<file path="src/rtl/fb_swap_ctrl.sv">
// Double-buffer swap controller: gates ray writes, stalls the ray producer after a sweep, swaps buffers only at video end-of-frame.
// Writes register one cycle after accept at 1 pixel/clk; ray_ready_out drops from sweep end until the swap cycle has passed.
module fb_swap_ctrl #(
  parameter int SCREEN_WIDTH  = 320,
  parameter int SCREEN_HEIGHT = 180,
  parameter int PIXEL_WIDTH   = 9
) (
  input  logic                   pixel_clk_in,
  input  logic                   rst_n_in,
  input  logic                   ray_valid_in,
  input  logic [15:0]            ray_address_in,
  input  logic [PIXEL_WIDTH-1:0] ray_pixel_in,
  input  logic                   ray_last_pixel_in,
  output logic                   ray_ready_out,
  input  logic                   video_last_pixel_in,
  output logic                   sweep_start_out,
  output logic                   fb_wr_sel_out,
  output logic                   fb1_we_out,
  output logic                   fb2_we_out,
  output logic [15:0]            fb_wr_addr_out,
  output logic [PIXEL_WIDTH-1:0] fb_wr_data_out,
  output logic [7:0]             frame_count_out,
  output logic [7:0]             repeat_count_out,
  output logic                   addr_err_out
);

  localparam int          NUM_PIXELS = SCREEN_WIDTH * SCREEN_HEIGHT;
  localparam logic [16:0] ADDR_LIMIT = 17'(NUM_PIXELS);

  typedef enum logic [1:0] {IDLE, WRITE, WAIT_VIDEO, SWAP} state_t;

  state_t state, state_nxt;
  logic   accept;
  logic   in_range;
  logic   do_swap;
  logic   count_repeat;

  assign in_range      = ({1'b0, ray_address_in} < ADDR_LIMIT);
  assign ray_ready_out = (state == WRITE);

  always_ff @(posedge pixel_clk_in or negedge rst_n_in) begin
    if (!rst_n_in) begin
      state <= IDLE;
    end else begin
      state <= state_nxt;
    end
  end

  // A video pulse that coincides with the sweep's last pixel triggers the swap, so it is not a repeat.
  always_comb begin
    state_nxt    = state;
    accept       = 1'b0;
    do_swap      = 1'b0;
    count_repeat = 1'b0;
    case (state)
      IDLE: begin
        state_nxt = WRITE;
      end
      WRITE: begin
        accept       = ray_valid_in;
        count_repeat = video_last_pixel_in && !(ray_valid_in && ray_last_pixel_in);
        if (ray_valid_in && ray_last_pixel_in) begin
          state_nxt = video_last_pixel_in ? SWAP : WAIT_VIDEO;
        end
      end
      WAIT_VIDEO: begin
        if (video_last_pixel_in) begin
          state_nxt = SWAP;
        end
      end
      SWAP: begin
        state_nxt    = WRITE;
        do_swap      = 1'b1;
        count_repeat = video_last_pixel_in;
      end
      default: begin
        state_nxt = IDLE;
      end
    endcase
  end

  // Write enables use the select from the accept cycle, so a final pixel lands in the old buffer.
  always_ff @(posedge pixel_clk_in or negedge rst_n_in) begin
    if (!rst_n_in) begin
      sweep_start_out  <= 1'b0;
      fb_wr_sel_out    <= 1'b0;
      fb1_we_out       <= 1'b0;
      fb2_we_out       <= 1'b0;
      fb_wr_addr_out   <= '0;
      fb_wr_data_out   <= '0;
      frame_count_out  <= '0;
      repeat_count_out <= '0;
      addr_err_out     <= 1'b0;
    end else begin
      sweep_start_out <= (state == IDLE) || do_swap;
      fb1_we_out      <= accept && in_range && !fb_wr_sel_out;
      fb2_we_out      <= accept && in_range && fb_wr_sel_out;
      if (accept && in_range) begin
        fb_wr_addr_out <= ray_address_in;
        fb_wr_data_out <= ray_pixel_in;
      end
      if (accept && !in_range) begin
        addr_err_out <= 1'b1;
      end
      if (do_swap) begin
        fb_wr_sel_out   <= ~fb_wr_sel_out;
        frame_count_out <= frame_count_out + 8'd1;
      end
      if (count_repeat && (repeat_count_out != 8'hFF)) begin
        repeat_count_out <= repeat_count_out + 8'd1;
      end
    end
  end

endmodule

</file>
<file path="config.mk">
export PLATFORM = sky130hd
export DESIGN_NAME = fb_swap_ctrl
export DESIGN_NICKNAME = d
export VERILOG_FILES = /design/src/rtl/fb_swap_ctrl.sv
export SDC_FILE = /design/constraint.sdc
export NUM_CORES = 1
export LEC_CHECK = 0
export ABC_CLOCK_PERIOD_IN_PS = 2250
export BUFFER_PORTS_ARGS = -buffer_cell sky130_fd_sc_hd__buf_2
export CELL_PAD_IN_SITES_DETAIL_PLACEMENT = 0
export CELL_PAD_IN_SITES_GLOBAL_PLACEMENT = 1
export CORE_MARGIN = 4
export CORE_UTILIZATION = 38
export CTS_CLUSTER_DIAMETER = 60
export DETAILED_ROUTE_END_ITERATION = 7
export GPL_TIMING_DRIVEN = 0
export HOLD_SLACK_MARGIN = 0.08
export PLACE_DENSITY = 0.84
export SYNTH_ARGS = -nofsm -noshare
export SYNTH_HDL_FRONTEND = slang
export SYNTH_SLANG_ARGS = --single-unit
</file>
<file path="constraint.sdc">
create_clock -name pixel_clk_in -period 2.25 [get_ports pixel_clk_in]
set_input_delay 0.1125 -clock pixel_clk_in [delete_from_list [all_inputs] [get_ports pixel_clk_in]]
set_output_delay 0.1125 -clock pixel_clk_in [all_outputs]
set_load 0.01 [all_outputs]
</file>
==> summary.md <==
| Metric | Value |
|---|---|
| Outcome | complete, no violations |
| Seq/Total Area, Yosys | 0.572 |
| Post-synth top area cell | dfrtp_1 |
| Later-pin clock latency in the skew report | 290 ps |
| Worst Setup SP | state[1] |
| Final WL | roughly 4500 um |
| Worst Skew | 5.28 ps |
| RSZ-0062 raised after global routing | false |
| Crit-path slowest cell | dfrtp_1 |
| Max-capacitance violation count | 0 |
| TritonCTS Buffers | 5 |
| Total grt overflow | 0 |
| Clk sinks | 48 |
| Post-synthesis cell area | approximately 2100 um^2 |
| Mapped Cells | 143 |
| Bufs and invs on worst path | 1 |
| H-tree depth | 2 |
| Place WS | 490 ps |
| Yosys reg bits | 48 |
| Crit end category | flip-flop |
| Reg-to-Reg Start | state[1] |
| CP startpoint kind | flip-flop |
| Final worst slack | about 440 ps |
| Syn_nets | ~180 |
| Warnings from Yosys | 0 |
| Initial antenna violation count | 0 |
| Register area | 1200 um^2 |
| Synth unique cells | 31 |
| DP Area | between 2000 and 3000 um^2 |
| Crit path DAT | ~2000 ps |
| Vias in the first global route | between 1500 and 2000 |
| FF-to-FF End | repeat_count_out[7] |
| Clk buf depth | 2 |
| Delay-heaviest family, CP | flip-flops |
| Synth-to-Final Area Change | 39.0% |
| Root buffer cell | clkbuf_8 |
| Initial Util | 0.401 |
| Antenna diode count | 0 |
| Fill cell count | approximately 450 |
| WP depth | 6 |
| Cell Pwr Density | approximately 1300 nW/um^2 |
| Cts hold-fix bufs | 26 |
| R2R setup slack | around 440 ps |
| Share of layout cells above drive strength 1 | 0.486 |
| CP required | ~2400 ps |
| Commonest non-fill, non-tap cells in the layout | 77 x buf_2, 48 x dfrtp_1, 26 x dlygate4sd3_1 |
| Max Slew Vio Count | 0 |
| Std cell rows | 26 |
| Crit share post-route | 0.802 |
| Routed Antenna Nets | 0 |
| CTS clk-pin slew, worst paths | roughly 80 ps |
| 1st-iter DRT viols | 15 |
| DR pass1 iterations | 4 |
| Most common library cell in the layout ignoring fill and taps | buf_2 |
| Top-area cell type share of the netlist area | 0.572 |
| Post-CTS resize count | 0 |
| Drt wl/cell | 14.0 um |
| Peak Freq | about 0.55 GHz |
| Die ar. | 6770 um^2 |
| Max transition margin | 0.300 |
| Min cycle time layout | 1810 ps |
| Setup repair bufs after CTS | 0 |
| Port Buffers | 76 |
| HP Class | primary input to flip-flop |
| Routability Congestion | ~0.74 |
| Via Count | ~1500 |
| Synth top area cells | dfrtp_1 57%, mux2_4 14%, mux2_2 4.8% |
| Final hold violations | 0 |
| Die Wd | around 82 um |
| # IOs | 77 |
| Crit path max fanout | 8 |
| R2R depth | 6 |
| Leakage | between 1 and 1.5 nW |
| Crit path to | repeat_count_out[7] |
| Total Neg Setup Slack | 0 ps |
| Die H | 82.3 um |
| Core Region | 5240 um^2 |
| # setup viols final | 0 |
| DRC | 0 |
| CTS tree | done |
| Final instance area | between 2000 and 3000 um^2 |
| CP Cell Sequence | inv_1 > ha_1 > a21boi_2 > o21ai_2 > nor3_1 > mux2_2 |
| Global-route wire length before repair | 7090 um |
| Syn avg cell area | about 15 um^2 |
| Crit Path Class | flip-flop to flip-flop |
| DP HPWL | ~2900 um |
| Delay of the slowest cell on the worst path | 420 ps |
| Largest net degree at the start of global routing | 49 |
| All-Layer GR Usage | 0.140 |
| Vias per cell | approximately 4.6 |
| Actual slew at the worst max-slew pin | between 1000 and 1500 ps |
| Final net count | 288 |
| Maximum VDD drop | 0.565 mV |
| Multi-input logic area | between 800 and 900 um^2 |
==> flip-flops by register name, indices dropped and copies added, names as in the netlist <==
name	flops
fb_wr_sel_out	1
addr_err_out	1
fb_wr_data_out	9
state	2
fb2_we_out	1
fb1_we_out	1
fb_wr_addr_out	16
frame_count_out	8
sweep_start_out	1
repeat_count_out	8
==> synth_stat cells, drive strengths merged <==
cell and instances:
a21oi 4, dfrtp 48, nand2 7, nor2 5
nand4 2, and4 1, inv 3, a31oi 1
mux2 28, nor3b 1, xor2 8, xnor2 5
o21ba 1, o21ai 1, nand3 5, ha 6
or2 1, nor3 8, a21boi 1, a31o 1
buf 3, and2 1, and3 2
==> report_power, final <==
| group | internal [mW] | switching, mW |
|---|---|---|
| logic | 0.883 | 0.721 |
| clock network | 0.251 | 0.263 |
| registers | 1.26 | 0.295 |
==> kinds of logic after synthesis <==
kind of cell / synth area share
XOR/XNOR: 0.0543
AND/OR/NAND/NOR: 0.0960
buffers and inverters: 0.0244
adder cells (fa/ha/maj): 0.0358
flip-flops: 0.572
multiplexers: 0.184
AO/OA/AOI/OAI: 0.0328
==> metrics by stage <==
| step | hold WS (ps) | total power, mW | util | instances |
|---|---|---|---|---|
| 4_1_cts | 87.4 | 3.71 | 0.557 | 323 |
| 2_1_floorplan | -183 | 2.56 | - | 143 |
| 6_report | 96.9 | 3.67 | 0.557 | 323 |
| 3_3_place_gp | 345 | 3.11 | 0.490 | 289 |
| 3_5_place_dp | 349 | 3.14 | 0.490 | 289 |
| 5_1_grt | 97.6 | 3.95 | 0.557 | 323 |
==> final cells by class <==
type,instances,area share
plain buffers,3,0.0137
clock buffers,8,0.0309
inverters,3,0.00386
multi-input cells,89,0.290
flip-flops and latches,48,0.412
well taps,70,0.0300
repair buffers,102,0.220
==> per-layer routing <==
layer,GRT usage,share of wire,vias to the layer above
met5,0,0,-
met4,0.0548,0.013,0
met3,0.0390,0.095,8
met2,0.221,0.44,68
met1,0.181,0.45,698
li1,-,-,715
==> worst min-delay path by stage <==
| stage | start | end | slack (ps) | cells past startpoint |
|---|---|---|---|---|
| floorplan | rst_n_in | addr_err_out | -180 | 0 |
| global placement | ray_address_in[4] | fb_wr_addr_out[4] | 340 | 2 |
| detailed placement | ray_address_in[6] | fb_wr_addr_out[6] | 350 | 2 |
| CTS | ray_valid_in | addr_err_out | 90 | 2 |
| global route | ray_valid_in | addr_err_out | 100 | 2 |
| finish | ray_valid_in | addr_err_out | 100 | 2 |
No activity file was read; power rests on OpenSTA's default activity.
